[config.mk]
export PLATFORM = sky130hd
export DESIGN_NAME = muldiv_seq_r32m
export DESIGN_NICKNAME = d
export VERILOG_FILES = /design/src/rtl/muldiv_seq_r32m.sv
export SDC_FILE = /design/constraint.sdc
export NUM_CORES = 1
export LEC_CHECK = 0
export ABC_AREA = 1
export CAP_MARGIN = 10
export CORE_MARGIN = 2
export CORE_UTILIZATION = 55
export CTS_BUF_LIST = sky130_fd_sc_hd__clkbuf_8
export CTS_CLUSTER_DIAMETER = 100
export DETAILED_ROUTE_END_ITERATION = 12
export PLACE_DENSITY_LB_ADDON = 0.12
export SYNTH_ARGS = -nofsm -noshare
export SYNTH_HDL_FRONTEND = slang
export SYNTH_SLANG_ARGS = --single-unit
[constraint.sdc]
create_clock -name clock -period 3.25 [get_ports clock]
set_clock_uncertainty 0.1 [all_clocks]
set_input_delay 0.975 -clock clock [delete_from_list [all_inputs] [get_ports clock]]
set_output_delay 0.975 -clock clock [all_outputs]
set_load 0.005 [all_outputs]
[src/rtl/muldiv_seq_r32m.sv]
`default_nettype none
// +----------------------------------------------------------------------------+
// | Module   : muldiv_seq_r32m                                                 |
// | Purpose  : Iterative radix-2 RV32M multiply/divide unit with valid/ready   |
// |            handshakes (shift-add multiply, restoring divide, sign fix-up). |
// | Option   : MULDIV_EARLY_OUT_EN - divide special cases finish in one cycle. |
// | Revision : 1.0 - initial release                                           |
// +----------------------------------------------------------------------------+
module muldiv_seq_r32m #(
   parameter int DATA_W = 32
) (
   input  logic              clock,
   input  logic              nReset,
   input  logic              in_valid,
   output logic              in_ready,
   input  logic [2:0]        op,
   input  logic [DATA_W-1:0] A,
   input  logic [DATA_W-1:0] B,
   input  logic              flush,
   output logic              out_valid,
   input  logic              out_ready,
   output logic [DATA_W-1:0] result
);

   localparam int                c_CNT_W    = $clog2(DATA_W);
   localparam logic [c_CNT_W-1:0] c_CNT_LAST = c_CNT_W'(DATA_W - 1);
   localparam logic [c_CNT_W-1:0] c_CNT_ONE  = c_CNT_W'(1);
   localparam logic [DATA_W-1:0] c_ONE      = {{(DATA_W-1){1'b0}}, 1'b1};
   localparam logic [DATA_W-1:0] c_MIN      = {1'b1, {(DATA_W-1){1'b0}}};

   localparam logic [1:0] c_S_IDLE = 2'd0;
   localparam logic [1:0] c_S_CALC = 2'd1;
   localparam logic [1:0] c_S_FIX  = 2'd2;
   localparam logic [1:0] c_S_DONE = 2'd3;

`ifdef MULDIV_EARLY_OUT_EN
   localparam logic c_EARLY = 1'b1;
`else
   localparam logic c_EARLY = 1'b0;
`endif

   logic [1:0]          state_q, state_d;
   logic [c_CNT_W-1:0]  cnt_q, cnt_d;
   logic [2:0]          op_q, op_d;
   logic [DATA_W-1:0]   hi_q, hi_d;
   logic [DATA_W-1:0]   lo_q, lo_d;
   logic [DATA_W-1:0]   b_q, b_d;
   logic                neg_a_q, neg_a_d;
   logic                neg_b_q, neg_b_d;
   logic                spec_q, spec_d;
   logic [DATA_W-1:0]   spec_res_q, spec_res_d;
   logic [DATA_W-1:0]   result_q, result_d;

   logic                w_accept;
   logic                w_sgn_a, w_sgn_b;
   logic                w_neg_a, w_neg_b;
   logic [DATA_W-1:0]   w_mag_a, w_mag_b;
   logic                w_b_zero, w_b_one, w_ovf;
   logic                w_spec;
   logic [DATA_W-1:0]   w_spec_res;
   logic [DATA_W:0]     w_sum;
   logic [DATA_W:0]     w_shift, w_diff;
   logic [2*DATA_W-1:0] w_prod, w_prod_s;
   logic [DATA_W-1:0]   w_quo, w_rem_s;
   logic [DATA_W-1:0]   w_fix_res;

   // flush wins over a pending request, so a request seen with flush is dropped
   assign w_accept = in_valid & in_ready & ~flush;

   // Operand decode: signedness per funct3, magnitudes for the unsigned core
   always_comb begin
      if (op[2]) begin
         w_sgn_a = ~op[0];
         w_sgn_b = ~op[0];
      end else begin
         w_sgn_a = (op[1:0] == 2'b01) || (op[1:0] == 2'b10);
         w_sgn_b = (op[1:0] == 2'b01);
      end
      w_neg_a = w_sgn_a & A[DATA_W-1];
      w_neg_b = w_sgn_b & B[DATA_W-1];
      w_mag_a = w_neg_a ? -A : A;
      w_mag_b = w_neg_b ? -B : B;
   end

   assign w_b_zero = (B == '0);
   assign w_b_one  = (B == c_ONE);
   assign w_ovf    = ~op[0] & (A == c_MIN) & (B == '1);

`ifdef MULDIV_EARLY_OUT_EN
   assign w_spec = op[2] & (w_b_zero | w_ovf | w_b_one);
`else
   assign w_spec = op[2] & w_b_zero;
`endif

   // Architectural results of the divide corner cases, from the raw operands
   assign w_spec_res = w_b_zero ? (op[1] ? A : '1) : (op[1] ? '0 : A);

   assign w_sum   = {1'b0, hi_q} + (lo_q[0] ? {1'b0, b_q} : '0);
   assign w_shift = {hi_q, lo_q[DATA_W-1]};
   assign w_diff  = w_shift - {1'b0, b_q};

   always_comb begin
      w_prod   = {hi_q, lo_q};
      w_prod_s = (neg_a_q ^ neg_b_q) ? -w_prod : w_prod;
      w_quo    = (neg_a_q ^ neg_b_q) ? -lo_q : lo_q;
      w_rem_s  = neg_a_q ? -hi_q : hi_q;
      if (spec_q) begin
         w_fix_res = spec_res_q;
      end else if (op_q[2]) begin
         w_fix_res = op_q[1] ? w_rem_s : w_quo;
      end else if (op_q[1:0] == 2'b00) begin
         w_fix_res = w_prod_s[DATA_W-1:0];
      end else begin
         w_fix_res = w_prod_s[2*DATA_W-1:DATA_W];
      end
   end

   // FSM: state register
   always_ff @(posedge clock or negedge nReset) begin
      if (!nReset) begin
         state_q <= c_S_IDLE;
      end else begin
         state_q <= state_d;
      end
   end

   // FSM: next state
   always_comb begin
      state_d = state_q;
      if (flush) begin
         state_d = c_S_IDLE;
      end else begin
         case (state_q)
            c_S_IDLE: if (in_valid) state_d = (c_EARLY & w_spec) ? c_S_FIX : c_S_CALC;
            c_S_CALC: if (cnt_q == '0) state_d = c_S_FIX;
            c_S_FIX:  state_d = c_S_DONE;
            c_S_DONE: if (out_ready) state_d = c_S_IDLE;
            default:  state_d = c_S_IDLE;
         endcase
      end
   end

   // FSM: outputs
   always_comb begin
      in_ready  = (state_q == c_S_IDLE);
      out_valid = (state_q == c_S_DONE);
   end

   assign result = result_q;

   // Datapath: hi/lo act as product {hi,lo} or as {remainder, quotient}
   always_comb begin
      cnt_d      = cnt_q;
      op_d       = op_q;
      hi_d       = hi_q;
      lo_d       = lo_q;
      b_d        = b_q;
      neg_a_d    = neg_a_q;
      neg_b_d    = neg_b_q;
      spec_d     = spec_q;
      spec_res_d = spec_res_q;
      result_d   = result_q;
      if (w_accept) begin
         op_d       = op;
         neg_a_d    = w_neg_a;
         neg_b_d    = w_neg_b;
         hi_d       = '0;
         lo_d       = op[2] ? w_mag_a : w_mag_b;
         b_d        = op[2] ? w_mag_b : w_mag_a;
         cnt_d      = c_CNT_LAST;
         spec_d     = w_spec;
         spec_res_d = w_spec_res;
      end else if (state_q == c_S_CALC) begin
         cnt_d = cnt_q - c_CNT_ONE;
         if (op_q[2]) begin
            hi_d = w_diff[DATA_W] ? w_shift[DATA_W-1:0] : w_diff[DATA_W-1:0];
            lo_d = {lo_q[DATA_W-2:0], ~w_diff[DATA_W]};
         end else begin
            hi_d = w_sum[DATA_W:1];
            lo_d = {w_sum[0], lo_q[DATA_W-1:1]};
         end
      end else if ((state_q == c_S_FIX) && !flush) begin
         result_d = w_fix_res;
      end
   end

   always_ff @(posedge clock or negedge nReset) begin
      if (!nReset) begin
         cnt_q      <= '0;
         op_q       <= '0;
         hi_q       <= '0;
         lo_q       <= '0;
         b_q        <= '0;
         neg_a_q    <= 1'b0;
         neg_b_q    <= 1'b0;
         spec_q     <= 1'b0;
         spec_res_q <= '0;
         result_q   <= '0;
      end else begin
         cnt_q      <= cnt_d;
         op_q       <= op_d;
         hi_q       <= hi_d;
         lo_q       <= lo_d;
         b_q        <= b_d;
         neg_a_q    <= neg_a_d;
         neg_b_q    <= neg_b_d;
         spec_q     <= spec_d;
         spec_res_q <= spec_res_d;
         result_q   <= result_d;
      end
   end

endmodule
`default_nettype wire

# Word-level counts from Yosys, hierarchy flattened
# Index checks and enable logic that the tools add are counted.
# totals
wordCells,79
latchBits,0
mem_bits_rw,0
out_inout_bits,34
mem_count,0
regBits,173
inputBits,72
rom_bits,0
# classes
muxes,31
mul,0
reduce_logical,10
eq_ne,8
shift,0
div,0
add_sub_neg,8
n_bitwise,11
magnitude_cmp,0
# op_table
op,count
32-bit 2-to-1 mux,21
32-bit negation,4
64-bit 2-to-1 mux,1
64-bit negation,1
32-bit by 32-bit adder with 33-bit output,1
33-bit by 32-bit subtractor with 33-bit output,1
32-bit zero test,1
5-bit 2-to-1 mux,2
2-bit 2-to-1 mux,4
2-bit one-hot mux with 4 select lines,1
"2-bit equality test, second input constant",3
"3-bit by 2-bit inequality test with 1-bit output, second input constant",2
3-bit AND reduction,2
1-bit AND,5
5-bit zero test,1
1-bit NOT,5
"5-bit by 1-bit subtractor with 5-bit output, second input constant",1
"2-bit by 1-bit equality test with 1-bit output, second input constant",2
2-bit zero test,2
"3-bit inequality test, second input constant",1
1-bit 2-to-1 mux,2
2-bit nonzero test,1
1-bit logical AND,1
1-bit zero test,1
2 further kinds,2

# Longest topological paths before layout
# Gate-level depths: netlist of run 1.
# logic_depth
ltp_word,7
mapped_depth,20
ltp_nobuf,18

# Worst setup path before layout of run 1
# No wires, ideal clock.
# synth_timing
path_type,input-to-reg
from,input op[1]
to,register lo_q[5]
stages,13
t_arrival_ps,2618
slack_ps,412
setup_time_ps,120
path_buffers,2
cell_sequence,inv_1 -> clkbuf_1 -> ha_1 -> nand2_1 -> nand2_1 -> nor2_2 -> buf_4 -> o21ai_0 -> xor2_1 -> nand2_1 -> o211ai_1 -> o21ai_0 -> inv_1
# synth_via
elab_chain_len,7
word_cells_on_any_way,11
cone_classes,eq/ne: 2; mux: 6; bitwise: 2; reduce/logical: 1
# synth_rtl
element,line,rtl
from (decl),16,"input logic [2:0] op,"
2-bit by 1-bit equality test with 1-bit output / 2-bit equality test (equally long branches),"76, 77",
1-bit logical OR,76,w_sgn_a = (op[1:0] == 2'b01) || (op[1:0] == 2'b10);
1-bit 2-to-1 mux,72,if (op[2]) begin
1-bit AND,79,w_neg_a = w_sgn_a & A[DATA_W-1];
32-bit 2-to-1 mux,81,w_mag_a = w_neg_a ? -A : A;
32-bit 2-to-1 mux *,168,lo_d = op[2] ? w_mag_a : w_mag_b;
32-bit 2-to-1 mux *,163,if (w_accept) begin
to (signal assigned),203,lo_q <= lo_d;
to (decl),46,"logic [DATA_W-1:0] lo_q, lo_d;"
# Every way passes the cells marked *; elsewhere a longest branch is shown, timed or not.
# A chain may end at the register's enable or synchronous reset.

# Final worst setup path of run 1
# layout_timing
from,register hi_q[24]
to,register hi_q[30]
# layout_via
elab_chain_len,5
word_cells_on_any_way,6
cone_classes,add/sub: 2; mux: 4
# layout_rtl
element,line,rtl
from (decl),45,"logic [DATA_W-1:0] hi_q, hi_d;"
from (signal assigned),202,hi_q <= hi_d;
33-bit by 32-bit subtractor with 33-bit output,100,"assign w_diff = w_shift - {1'b0, b_q};"
32-bit 2-to-1 mux,176,hi_d = w_diff[DATA_W] ? w_shift[DATA_W-1:0] : w_diff[DATA_W-1:0];
32-bit 2-to-1 mux *,175,if (op_q[2]) begin
32-bit 2-to-1 mux *,173,end else if (state_q == c_S_CALC) begin
32-bit 2-to-1 mux *,163,
# Every way passes the cells marked *; elsewhere a longest branch is shown, timed or not. The select of a mux whose other input is x is not followed.

==> summary.txt, run 1 <==
Outcome
  • Outcome: complete, no violations

CTS
  • Reg clk slew, reported paths: 0.12 ns
  • Clk_lat worst skew: 0.54 ns
  • Root Driver: clkbuf_8
  • Clock sink count: 173
  • CTS max path bufs: 2
  • H-Tree Depth: 4
  • Hold_buf cts: 0
  • Num CTS Buffers: 17
  • TritonCTS clock tree: built
  • Post-CTS Setup Repair Bufs: 0
  • Cts repair resizes: 0

STA
  • Slew Viols, Final: 0
  • Tightest Pin Transition: 1.02 ns
  • RSZ-0062 raised after global routing: no
  • # setup viols final: 0
  • Final Hold Fails: 0
  • Post-layout minimum cycle time: 3.16 ns
  • Max-slew headroom: 31.7%
  • Final worst hold slack: 0.322 ns
  • Fin crit share: 97.4%
  • FMAX: 0.316 GHz

Critical path
  • Crit-path slowest cell: dfrtp_1
  • CP Cell Sequence: ha_1 > a21oi_1 > o21ai_0 > nand2_1 > nand2_1 > a21oi_1 > buf_4 > nand3_1 > nand2_4 > nand2_1 > nand2_1 > nand2_1 > nand2_1 > nand2_1
  • CP most frequent cell: nand2_1
  • Crit end category: register
  • Required @ worst endpoint: 3.59 ns
  • Crit-path max FO: 33
  • Crit-path max cell delay: 0.73 ns
  • Worst EP arrival: 3.50 ns
  • Crit start category: register
  • Setup CP Type: reg2reg

Power and ir drop
  • Sw frac: 61.2%
  • Logic pwr share: 76.0%
  • Pleak: 0.0117 uW
  • Clk network pwr share: 6.8%
  • Design Power: 25100 uW
  • Power Density: 1140 mW/mm^2
  • Internal power: 9730 uW
  • Max IR drop VDD: 0.000712 V
  • Seq pwr share: 17.2%
  • Psw: 15400 uW

Placed design
  • Port bufs: 105
  • Dpl hpwl: 69300 microns
  • Final GP Congestion: 1.08

Floorplanning
  • Io pins: 106
  • Die Wd: 191 microns
  • Die ar.: 0.0366 sq mm
  • Number of cell rows: 68
  • Core area: 0.0345 sq mm
  • Die H: 191 microns
  • Initial core utilization: 55.9%

Logic synthesis
  • Cells after Synth: 3361
  • Post-Syn Nets: 3510
  • Top FF cell, synth: dfrtp_1
  • Sequential element share of the synthesized area: 22.4%
  • Asr flop ratio synth: 100%
  • Synth Cell Area: 0.0193 sq mm
  • Mean area per synthesized cell: 5.75 sq um
  • Synth warn: 0
  • Register bit total from synthesis: 173
  • Number of synthesized flops with an enable pin: 0
  • Distinct cells, synth: 50

Finish
  • Layout cell share with drive strength beyond 1: 6.70%
  • Sequential cell area: 0.00433 sq mm
  • Area Growth Syn to Fin: 14.4%
  • Multi-input logic area: 0.0126 sq mm
  • # nets final: 3659
  • # fillers: 3305
  • # diodes: 0

Route
  • DRT antenna net count: 0
  • Mean routed wirelength per cell: 22.1 microns
  • Routed WL: 87800 microns
  • First-pass DRT Iterations: 9
  • Vias/cell: 6.15
  • Vias: 24500
  • Initial DRC count: 3863
  • DRC Markers: 0

Global routing
  • Global-route wire length before repair: 132000 microns
  • Tot GR Track Use: 47.9%
  • GRT overflow: 0
  • Vias in the first global route: 22600
  • Largest net degree at the start of global routing: 79
  • Initial antenna violation count: 1

Run
  • Max-cap violations: 0

Hold path
  • HP Class: in2async
-- cell type report --
class	instances	share of cell area, %
Inverter	495	8.41
Clock inverter	14	0.804
Timing Repair Buffer	254	10.5
Multi-Input combinational cell	2569	57.0
Clock buffer	17	1.06
Tap cell	455	2.58
Sequential cell	173	19.6
-- placed cells by master, fill, tap and decap left out, drive strengths merged, types with 4 or more instances in the layout --
master / n
nor4: 4
ha: 75
o21ai: 227
nand2: 1158
nand4: 30
o22ai: 9
clkdlybuf4s50: 104
a21o: 6
nor2: 316
o21bai: 10
clkinv: 9
nor3: 29
o21a: 5
o211ai: 66
xnor2: 15
clkbuf: 18
inv: 498
a22oi: 6
o221ai: 19
nand3: 316
a21oi: 151
nand3b: 8
xor2: 71
or2: 6
buf: 149
dfrtp: 173
a221oi: 29
-- logic make-up (layout without fill, tap and decap cells) --
| family | count (synthesis) | in the layout | synth area share (%) |
|---|---|---|---|
| AOI/OAI and AO/OA | 537 | 537 | 16.3 |
| xor gates and xnor gates | 86 | 86 | 3.90 |
| DFF | 173 | 173 | 22.4 |
| buffers and inverters | 619 | 780 | 12.4 |
| and+or+nand+nor | 1869 | 1869 | 39.9 |
| adders and majority gates | 77 | 77 | 5.07 |
-- synthesized netlist by cell type, types with 30 or more instances --
cell type | count | area [sq um]
o211ai_1 | 66 | 495
xor2_1 | 71 | 622
nand2_1 | 1144 | 4290
o21ai_0 | 213 | 1070
ha_1 | 75 | 938
a21oi_1 | 150 | 751
nor2_1 | 301 | 1130
dfrtp_1 | 173 | 4330
inv_1 | 481 | 1810
clkbuf_1 | 89 | 334
nand3_1 | 314 | 1570
nand4_1 | 30 | 188
-- critical path: cells and delay by family, from the launching register on --
family	cells	cell delay [ns]
buffers and inverters	1	0.16
and+or+nand+nor	9	1.13
DFF	1	0.73
adders and majority gates	1	0.44
AOI/OAI and AO/OA	3	0.50
-- per-stage QoR --
step                      worst slack [ns]  instances  setup TNS [ns]  cell area [sq um]  utilization, %
final                               0.0852       3977               0              22100            64.0
after global routing                0.0195       3977               0              22100            64.0
after CTS                            0.287       3977               0              22100            64.0
after detailed placement           -0.0771       3946          -0.867              21700            62.8
after global placement              0.0624       3946               0              21700            62.8
after floorplan                      0.412       3361               0              19300               -
-- state kept, by name (all words and copies together) (netlist names) --
| signal | flops |
|---|---|
| b_q | 32 |
| cnt_q | 5 |
| hi_q | 32 |
| lo_q | 32 |
| neg_a_q | 1 |
| neg_b_q | 1 |
| op_q | 3 |
| result | 32 |
| spec_q | 1 |
| spec_res_q | 32 |
| state_q | 2 |
-- power by group through the flow --
stage | Combinational (uW) | Sequential [uW] | Clock (uW)
2_1_floorplan | 11900 | 3790 | 0
3_3_place_gp | 17800 | 4170 | 0
3_5_place_dp | 18100 | 4210 | 0
4_1_cts | 18200 | 4170 | 1690
5_1_grt | 20500 | 4300 | 1770
6_report | 19100 | 4320 | 1710
-- per-layer routing --
metal | vias to the layer above | GRT usage [%] | part of all wire [%]
met1 | 11000 | 63.1 | 38
met4 | 2 | 26.2 | 6.9
met3 | 404 | 15.6 | 16
met2 | 1941 | 68.8 | 40
li1 | 11100 | - | -
met5 | - | 0 | 0.017
-- path summary, 6_finish.rpt --
kind,end,cells after the start,startpoint,slack [ns]
max in group asynchronous,lo_q[1]$_DFFE_PN0N_,2,nReset,1.94
worst max register to register,hi_q[30]$_DFFE_PN0N_,14,hi_q[24]$_DFFE_PN0N_,0.09
worst min register to register,result[20]$_DFFE_PN0P_,2,result[20]$_DFFE_PN0P_,0.39
min in group clock,result[20]$_DFFE_PN0P_,2,result[20]$_DFFE_PN0P_,0.39
worst max-delay path,hi_q[30]$_DFFE_PN0N_,14,hi_q[24]$_DFFE_PN0N_,0.09
worst min-delay path,hi_q[18]$_DFFE_PN0N_,1,nReset,0.32
Note: power is estimated with default switching activity, not from simulation.
==> run 2: changes to the inputs <==
--- a/config.mk
+++ b/config.mk
@@ -9,10 +9,10 @@
 export CAP_MARGIN = 10
 export CORE_MARGIN = 2
 export CORE_UTILIZATION = 55
-export CTS_BUF_LIST = sky130_fd_sc_hd__clkbuf_8
 export CTS_CLUSTER_DIAMETER = 100
 export DETAILED_ROUTE_END_ITERATION = 12
-export PLACE_DENSITY_LB_ADDON = 0.12
+export PLACE_DENSITY = 0.77
+export SLEW_MARGIN = 20
 export SYNTH_ARGS = -nofsm -noshare
 export SYNTH_HDL_FRONTEND = slang
 export SYNTH_SLANG_ARGS = --single-unit
==> run 2 against run 1 <==
Against the previous run:
- cell area increased by 1.2%
- sequential share of layout area fell by 0.24 points
- critical path depth increased by 1
- first-iteration DRC count shrank 10%
- die area stayed put
- register-to-register slack gained 0.12 ns
- via count rose by 0.72%
- critical path type unchanged
==> summary.txt, run 2 (synthesized netlist as in run 1, its figures left out) <==
Route
  • DRC Markers: 0
  • Routed WL: 89400 microns
  • Vias: 24600
  • First-pass DRT Iterations: 6
  • Met1 WL: 33900 microns
  • Met2 wire length: 35100 microns
  • DR top layer: met4
  • Vias/cell: 6.17
  • Mean routed wirelength per cell: 22.4 microns
  • WL met3: 14600 microns
  • Initial DRC count: 3463
  • DRT antenna net count: 0

CTS
  • Clk_lat worst skew: 0.46 ns
  • TritonCTS clock tree: built
  • CTS max path bufs: 2
  • Reg clk slew, reported paths: 0.08 ns
  • H-Tree Depth: 4
  • Num CTS Buffers: 17
  • Root Driver: clkbuf_16
  • Hold_buf cts: 0
  • Post-CTS Setup Repair Bufs: 0
  • Clock sink count: 173
  • Cts repair resizes: 0

Critical path
  • Setup CP Type: reg2reg
  • Crit end category: register
  • Crit-path max FO: 6
  • CP most frequent cell: nand2_1
  • Crit-path slowest cell: dfrtp_1
  • Delay-heaviest family, CP: simple AND/OR/NAND/NOR gates
  • Crit-path max cell delay: 0.51 ns
  • CP Cell Sequence: buf_4 > nor2_1 > nand2_1 > nor2_2 > nand2_1 > nor2_1 > nand2_1 > nand2_1 > nand2_1 > nand2_1 > nand3_1 > nand3_1 > nand3_1 > nand2_1 > nand2_1
  • Crit start category: register
  • Required @ worst endpoint: 3.49 ns
  • CP Buf/Inv Count: 1
  • Worst EP arrival: 3.29 ns

STA
  • Post-layout minimum cycle time: 3.05 ns
  • # setup viols final: 0
  • Max-slew headroom: 19.4%
  • Final Hold Fails: 0
  • RSZ-0062 raised after global routing: no
  • Slew Viols, Final: 0
  • Final worst hold slack: 0.339 ns
  • FMAX: 0.328 GHz
  • Fin crit share: 93.8%
  • Tightest Pin Transition: 1.21 ns

Hold path
  • HP Class: in2async

Outcome
  • Outcome: complete, no violations

Floorplanning
  • Die Wd: 191 microns
  • Io pins: 106
  • Number of cell rows: 68
  • Core area: 0.0345 sq mm
  • Die ar.: 0.0366 sq mm
  • Initial core utilization: 55.9%
  • Die H: 191 microns

Finish
  • # fillers: 3305
  • Post-Route Utilization: 64.7%
  • Layout cell share with drive strength beyond 1: 7.07%
  • Most frequent cells in the layout: nand2_1, inv_1, nand3_1, nor2_1, o21ai_0
  • Commonest non-fill, non-tap cell in the layout: nand2_1
  • # nets final: 3670
  • Area Growth Syn to Fin: 15.8%

Global routing
  • Largest net degree at the start of global routing: 78
  • Vias in the first global route: 22700
  • Initial antenna violation count: 0
  • GRT overflow: 0
  • Global-route wire length before repair: 134000 microns
  • Tot GR Track Use: 48.8%

Power and ir drop
  • Power Density: 1160 mW/mm^2
  • Max IR drop VDD: 0.000914 V
  • Pleak: 0.0118 uW

Run
  • Max-cap violations: 0

Placed design
  • Final GP Congestion: 1.14
  • Dpl hpwl: 70100 microns
  • Port bufs: 105
## run 2: where the power goes
part           total (uW)  switching, uW  leakage [uW]  internal, uW
combinational       19400          13300       0.00937          6140
sequential           4410           1300       0.00215          3100
clock                2180           1080      0.000287          1100
total               26000          15600        0.0118         10300
## run 2: stage by stage
step / TNS, ns / worst slack (ns) / power [uW] / instance area (sq um) / std cells
after floorplan: 0 / 0.412 / 15700 / 19300 / 3361
after global placement: -0.121 / -0.0813 / 22300 / 21800 / 3957
after detailed placement: -0.317 / -0.0735 / 22600 / 21800 / 3957
after CTS: 0 / 0.242 / 24900 / 22400 / 3989
after global routing: 0 / 0.0524 / 27600 / 22400 / 3989
final: 0 / 0.201 / 26000 / 22400 / 3990
## run 2: final timing paths
| path | from | end | slack, ns | cells after the start |
|---|---|---|---|---|
| max in group asynchronous | nReset | hi_q[26]$_DFFE_PN0N_ | 1.84 | 2 |
| setup / recovery | hi_q[2]$_DFFE_PN0N_ | result[16]$_DFFE_PN0P_ | 0.20 | 15 |
| hold / removal | nReset | state_q[0]$_DFFE_PN0P_ | 0.34 | 1 |
| min in group clock | result[23]$_DFFE_PN0P_ | result[23]$_DFFE_PN0P_ | 0.38 | 2 |
| hold reg to reg | result[23]$_DFFE_PN0P_ | result[23]$_DFFE_PN0P_ | 0.38 | 2 |
| setup reg to reg | hi_q[2]$_DFFE_PN0N_ | result[16]$_DFFE_PN0P_ | 0.20 | 15 |
## run 2: final cells by class
| class | count | area (sq um) | area share [%] |
|---|---|---|---|
| Multi-Input combinational cell | 2569 | 12600 | 56.4 |
| Clock buffer | 17 | 425 | 1.90 |
| Tap cell | 455 | 569 | 2.55 |
| Sequential cell | 173 | 4330 | 19.4 |
| Antenna cell | 1 | 2.50 | 0.0112 |
| Inverter | 495 | 1860 | 8.31 |
| Clock inverter | 15 | 175 | 0.783 |
| Timing Repair Buffer | 265 | 2390 | 10.7 |
## run 2: routing by layer
layer,vias up,track usage [%]
met1,11100,65.2
met2,2032,68.8
met4,0,25.3
met5,-,0
met3,379,17.3
li1,11100,-
